## src/rtl/wb_port_arbiter_pkg.sv

```systemverilog
// Types, widths and pointer helper shared by the writeback arbiter and its sub-block.
package wb_port_arbiter_pkg;
  localparam int unsigned NREQ = 3;
  localparam int unsigned RW   = 5;
  localparam int unsigned DW   = 32;

  typedef enum logic {ST_IDLE, ST_WRITE} wb_state_e;
  typedef logic [1:0] ptr_t;

  function automatic ptr_t ptr_after(input ptr_t idx);
    return (idx == 2'd2) ? 2'd0 : idx + 2'd1;
  endfunction
endpackage

```

## src/rtl/wb_port_arbiter_rr.sv

```systemverilog
// rr_arbiter_3: combinational round-robin pick over three requesters.
// Search order starts at i_ptr and wraps; o_gnt is one-hot or zero.
module rr_arbiter_3
  import wb_port_arbiter_pkg::*;
(
  input  logic [2:0] i_vld,
  input  ptr_t       i_ptr,
  output logic [2:0] o_gnt
);
  always_comb begin
    o_gnt = 3'b000;
    case (i_ptr)
      2'd1: begin
        if      (i_vld[1]) o_gnt = 3'b010;
        else if (i_vld[2]) o_gnt = 3'b100;
        else if (i_vld[0]) o_gnt = 3'b001;
      end
      2'd2: begin
        if      (i_vld[2]) o_gnt = 3'b100;
        else if (i_vld[0]) o_gnt = 3'b001;
        else if (i_vld[1]) o_gnt = 3'b010;
      end
      default: begin
        if      (i_vld[0]) o_gnt = 3'b001;
        else if (i_vld[1]) o_gnt = 3'b010;
        else if (i_vld[2]) o_gnt = 3'b100;
      end
    endcase
  end
endmodule

```

## src/rtl/wb_port_arbiter.sv

```systemverilog
// Writeback port arbiter: 3 requesters share one register-file write port, 1-cycle registered write.
// Optional register busy scoreboard enabled by WB_SCOREBOARD_EN.
module wb_port_arbiter
  import wb_port_arbiter_pkg::*;
(
  input  logic                    clk,
  input  logic                    rst,
  input  logic [NREQ-1:0]         req_valid,
  input  logic [NREQ-1:0][RW-1:0] req_rd,
  input  logic [NREQ-1:0][DW-1:0] req_data,
  output logic [NREQ-1:0]         req_ready,
  input  logic                    wb_stall,
  output logic [RW-1:0]           reg_write,
  output logic [DW-1:0]           data_write
`ifdef WB_SCOREBOARD_EN
  ,
  input  logic                    issue_valid,
  input  logic [RW-1:0]           issue_rd,
  output logic [31:0]             busy_mask
`endif
);
  wb_state_e     r_state;
  wb_state_e     w_state_nxt;
  ptr_t          r_ptr;
  logic [RW-1:0] r_rd;
  logic [DW-1:0] r_dat;

  logic [NREQ-1:0] w_rd_nz;
  logic [NREQ-1:0] w_arb_vld;
  logic [NREQ-1:0] w_gnt;
  logic            w_grant;
  logic            w_load;
  ptr_t            w_win_idx;
  logic [RW-1:0]   w_win_rd;
  logic [DW-1:0]   w_win_dat;

  for (genvar g = 0; g < NREQ; g++) begin : g_rdnz
    assign w_rd_nz[g] = |req_rd[g];
  end

  // rd==0 requests bypass arbitration and are acked immediately, even under stall.
  assign w_arb_vld = (rst || wb_stall) ? '0 : (req_valid & w_rd_nz);
  assign req_ready = rst ? '0 : (w_gnt | (req_valid & ~w_rd_nz));
  assign w_grant   = |w_gnt;

  rr_arbiter_3 u_rr (
    .i_vld (w_arb_vld),
    .i_ptr (r_ptr),
    .o_gnt (w_gnt)
  );

  always_comb begin
    case (w_gnt)
      3'b010:  w_win_idx = 2'd1;
      3'b100:  w_win_idx = 2'd2;
      default: w_win_idx = 2'd0;
    endcase
    w_win_rd  = req_rd[w_win_idx];
    w_win_dat = req_data[w_win_idx];
  end

  always_comb begin
    w_state_nxt = ST_IDLE;
    w_load      = 1'b0;
    case (r_state)
      ST_IDLE: begin
        if (w_grant) begin
          w_state_nxt = ST_WRITE;
          w_load      = 1'b1;
        end
      end
      ST_WRITE: begin
        if (w_grant) begin
          w_state_nxt = ST_WRITE;
          w_load      = 1'b1;
        end
      end
      default: w_state_nxt = ST_IDLE;
    endcase
  end

  always_ff @(posedge clk or posedge rst) begin
    if (rst) begin
      r_state <= ST_IDLE;
      r_ptr   <= 2'd0;
      r_rd    <= '0;
      r_dat   <= '0;
    end else begin
      r_state <= w_state_nxt;
      if (w_load) begin
        r_rd  <= w_win_rd;
        r_dat <= w_win_dat;
        r_ptr <= ptr_after(w_win_idx);
      end
    end
  end

  // A pending write vanishes the instant reset clears the state register.
  assign reg_write  = (r_state == ST_WRITE) ? r_rd  : '0;
  assign data_write = (r_state == ST_WRITE) ? r_dat : '0;

`ifdef WB_SCOREBOARD_EN
  logic [31:0] r_busy;
  logic [31:0] w_set;
  logic [31:0] w_clr;

  always_comb begin
    w_set = '0;
    w_clr = '0;
    if (issue_valid) w_set[issue_rd] = 1'b1;
    w_clr[reg_write] = 1'b1;
    w_set[0] = 1'b0;
  end

  always_ff @(posedge clk or posedge rst) begin
    if (rst) r_busy <= '0;
    else     r_busy <= ((r_busy & ~w_clr) | w_set) & ~32'd1;
  end

  assign busy_mask = r_busy;
`endif
endmodule

```

## config.mk

```make
export PLATFORM = sky130hd
export DESIGN_NAME = wb_port_arbiter
export DESIGN_NICKNAME = d
export VERILOG_FILES = /design/src/rtl/wb_port_arbiter_pkg.sv /design/src/rtl/wb_port_arbiter_rr.sv /design/src/rtl/wb_port_arbiter.sv
export SDC_FILE = /design/constraint.sdc
export NUM_CORES = 1
export LEC_CHECK = 0
export ABC_AREA = 1
export BUFFER_PORTS_ARGS = -buffer_cell sky130_fd_sc_hd__buf_2
export CAP_MARGIN = 20
export CORE_ASPECT_RATIO = 0.7
export CORE_MARGIN = 2
export CORE_UTILIZATION = 49
export CTS_CLUSTER_SIZE = 14
export DETAILED_ROUTE_END_ITERATION = 7
export GPL_ROUTABILITY_DRIVEN = 0
export GPL_TIMING_DRIVEN = 1
export HOLD_SLACK_MARGIN = 0.03
export PLACE_DENSITY = 0.94
export SLEW_MARGIN = 10
export SYNTH_ARGS = -nofsm -noshare
export SYNTH_HDL_FRONTEND = slang
export SYNTH_SLANG_ARGS = --single-unit
```

## constraint.sdc

```tcl
create_clock -name clk -period 3 [get_ports clk]
set_input_delay 0.15 -clock clk [delete_from_list [all_inputs] [get_ports clk]]
set_output_delay 0.15 -clock clk [all_outputs]
set_load 0.01 [all_outputs]
```

==> impl_metrics.yaml <==
layout:
  stdcell_count: 664
  drive_gt1_share_pct: 31.1
  final_nets: 707
  stdcell_area_sq_mm: 0.00375
  synthToLayoutAreaGrowth_pct: 33.0
  antenna_cells: 0
  fin_util_pct: 66.5
pwr:
  seqPwrFrac_pct: 32.4
  comb_power_share_pct: 52.4
  p_int_mw: 1.57
  vdd_drop_max_uv: 390
  cellPowerDensity_mw_per_mm2: 770
  leakagePower_nw: 2.40
  p_switching_mw: 1.32
  clock_power_share_pct: 15.2
  switching_share_pct: 45.6
die:
  rows: 23
  core_area_sq_mm: 0.00564
  die_width_um: 94.7
  die-area_sq_mm: 0.00639
  die_h_um: 67.5
  initial_core_util_pct: 50.0
  io_pins: 157
routing:
  route.met3.wl_um: 926
  wl_per_cell_um: 14.0
  viasPerCell: 5.38
  drt_wl_total_um: 9280
  num_vias: 3571
  firstDrtPassIters: 5
  routed-wl-met2_um: 4380
  wl_met1_um: 3810
  drc: 0
  drtAntennaViolNets: 0
  drtIter0Drc: 280
  route.top_layer_used: "met4"
clock_network:
  postCtsSetupRepairBufs: 0
  clk_latency_ps: 290
  htree_levels: 2
  numClockSinks: 40
  cts_tree: "built"
  numCtsBuffers: 5
  cts-root-buf: "clkbuf_8"
  ctsLongestPathBuffers: 2
  clkTransAtPathRegs_ps: 80
sta:
  timing.fmax_mhz: 368
  skew_ps: 4.67
  slew_headroom_pct: 57.7
  finalCritPeriodShare_pct: 90.6
  maxSlewViolCount: 0
  finalHoldViolCount: 0
  setup_viol: 0
  timing.hold.ws_ps: 78.0
  period_needed_ps: 2720
  fin_tns_setup_ps: 0
  rsz0062_at_grt: "false"
  tightestPinTransition_ps: 632
place:
  place_hpwl_um: 6780
  dpl-instance-area_sq_mm: 0.00362
  io_buffers: 156
  dp_cells: 655
worst_setup_path:
  r2r-end: "r_rd[4]"
  r2r_slack_ps: 300
  reg2regPathDepth: 11
  r2r-start: "r_ptr[0]"
  worstSetupPathType: "in -> reg"
  crit_required_ps: 3180
  cp_max_fo: 18
  crit_path_end_kind: "flop"
  cp-start-kind: "primary input"
  arrival_ps: 2900
job:
  drv_cap: 0
yosys:
  ys_ff_latch: 40
  yosys.area.top_type: "dfrtp_1"
  synth_cell_types: 20
  synth_area_sq_mm: 0.00282
  syn_inst: 445
  yosysWarnings: 0
  yosysTopAreaCellShare_pct: 35.5
  synth_area_per_cell_sq_um: 6.34
  yosysSeqAreaShare_pct: 35.5
  synth.net_count: 564
  synthTopCellsByArea: "dfrtp_1 (35%), nand3_1 (21%), nand2_1 (14%)"
global_routing:
  grt_pass1_wl_um: 14400
  overflow: 0
  antenna_found_initial: 0
  first_global_vias: 3169
  track_usage_pct: 29.0
  grt_max_degree: 41
run_status:
  status: "complete, no violations"
worst_hold_path:
  hold_path_depth: 3
  min_to: "r_dat[25]"
  worstHoldStart: "req_data[89]"
  hold_class: "in -> reg"
[routing by layer]
| layer | up-vias | track usage, % |
|---|---|---|
| li1 | 1703 | - |
| met1 | 1649 | 38.7 |
| met2 | 202 | 48.4 |
| met3 | 17 | 4.69 |
| met4 | 0 | 9.96 |
| met5 | - | 0 |
[cell families (layout without fill, tap and decap cells)]
family / after synthesis / count (layout) / synth area share [%]
AND/OR/NAND/NOR: 274 / 274 / 44.2
buffers and inverters: 110 / 254 / 15.5
flip-flops: 40 / 40 / 35.5
AO/OA/AOI/OAI: 19 / 19 / 3.90
adder cells (fa/ha/maj): 2 / 2 / 0.887
[worst max-delay path, stage by stage]
cell           delay (ps)
dlygate4sd3_1         530
buf_2                 150
inv_2                  50
nand2_1                90
nor2_2                140
nand3_2               140
nand3_1               100
nand2_1               290
nand2_4               320
buf_4                 240
nand2_1               400
nor2_1                240
a21oi_1                60
[synthesized netlist by cell type, drive strengths merged]
cell type and instances:
nand3 117, nand2 103, inv 81, dfrtp 40, nor2 29, nand4 25
a21oi 17, buf 17, clkbuf 11, ha 2, o21ai 2, clkinv 1
[metrics by stage]
stage,setup slack (ps),total power [mW]
floorplan,986,1.95
global placement,270,2.34
detailed placement,147,2.42
CTS,135,2.87
global route,72.5,3.12
finish,283,2.89
[sequential cells by signal, indices dropped and copies added, names as in the netlist]
signal   count
r_ptr        2
r_state      1
r_rd         5
r_dat       32
[cells in the final DEF, fill, tap and decap left out, types with 5 or more instances in the layout]
master,instances
nor2_1,28
buf_2,156
clkbuf_8,5
nand2_1,99
buf_4,7
nand3_1,116
dfrtp_1,40
inv_1,76
a21oi_1,16
nand4_1,25
[worst max-delay path by stage]
stage                   from         to
floorplan                rst   r_dat[0]
CTS                      rst  r_dat[20]
global placement    r_ptr[0]    r_rd[2]
global route             rst   r_dat[6]
finish                   rst    r_rd[4]
detailed placement  r_ptr[0]   r_dat[8]
[repair_timing]
action	4_1_cts	5_1_grt
hold buffers	1	0
gates resized for setup	0	8
endpoints found under the hold margin	7	0
setup endpoints to repair	0	39
[power groups by stage]
stage	Clock, mW	Sequential (mW)	Combinational [mW]
after CTS	0.445	0.934	1.49
after floorplan	0	0.884	1.07
after detailed placement	0	0.941	1.48
after global placement	0	0.927	1.42
final	0.438	0.937	1.51
after global routing	0.464	0.962	1.69
[layout make-up]
class | instances | area, sq um
inverter | 82 | 313
tap | 75 | 93.8
sequential | 40 | 1000
clock buffer | 6 | 72.6
timing repair buffer | 164 | 843
multi-input combinational | 295 | 1400
clock inverter | 2 | 35.0
fill | 509 | 1890
Power figures use the tool's default switching activity.
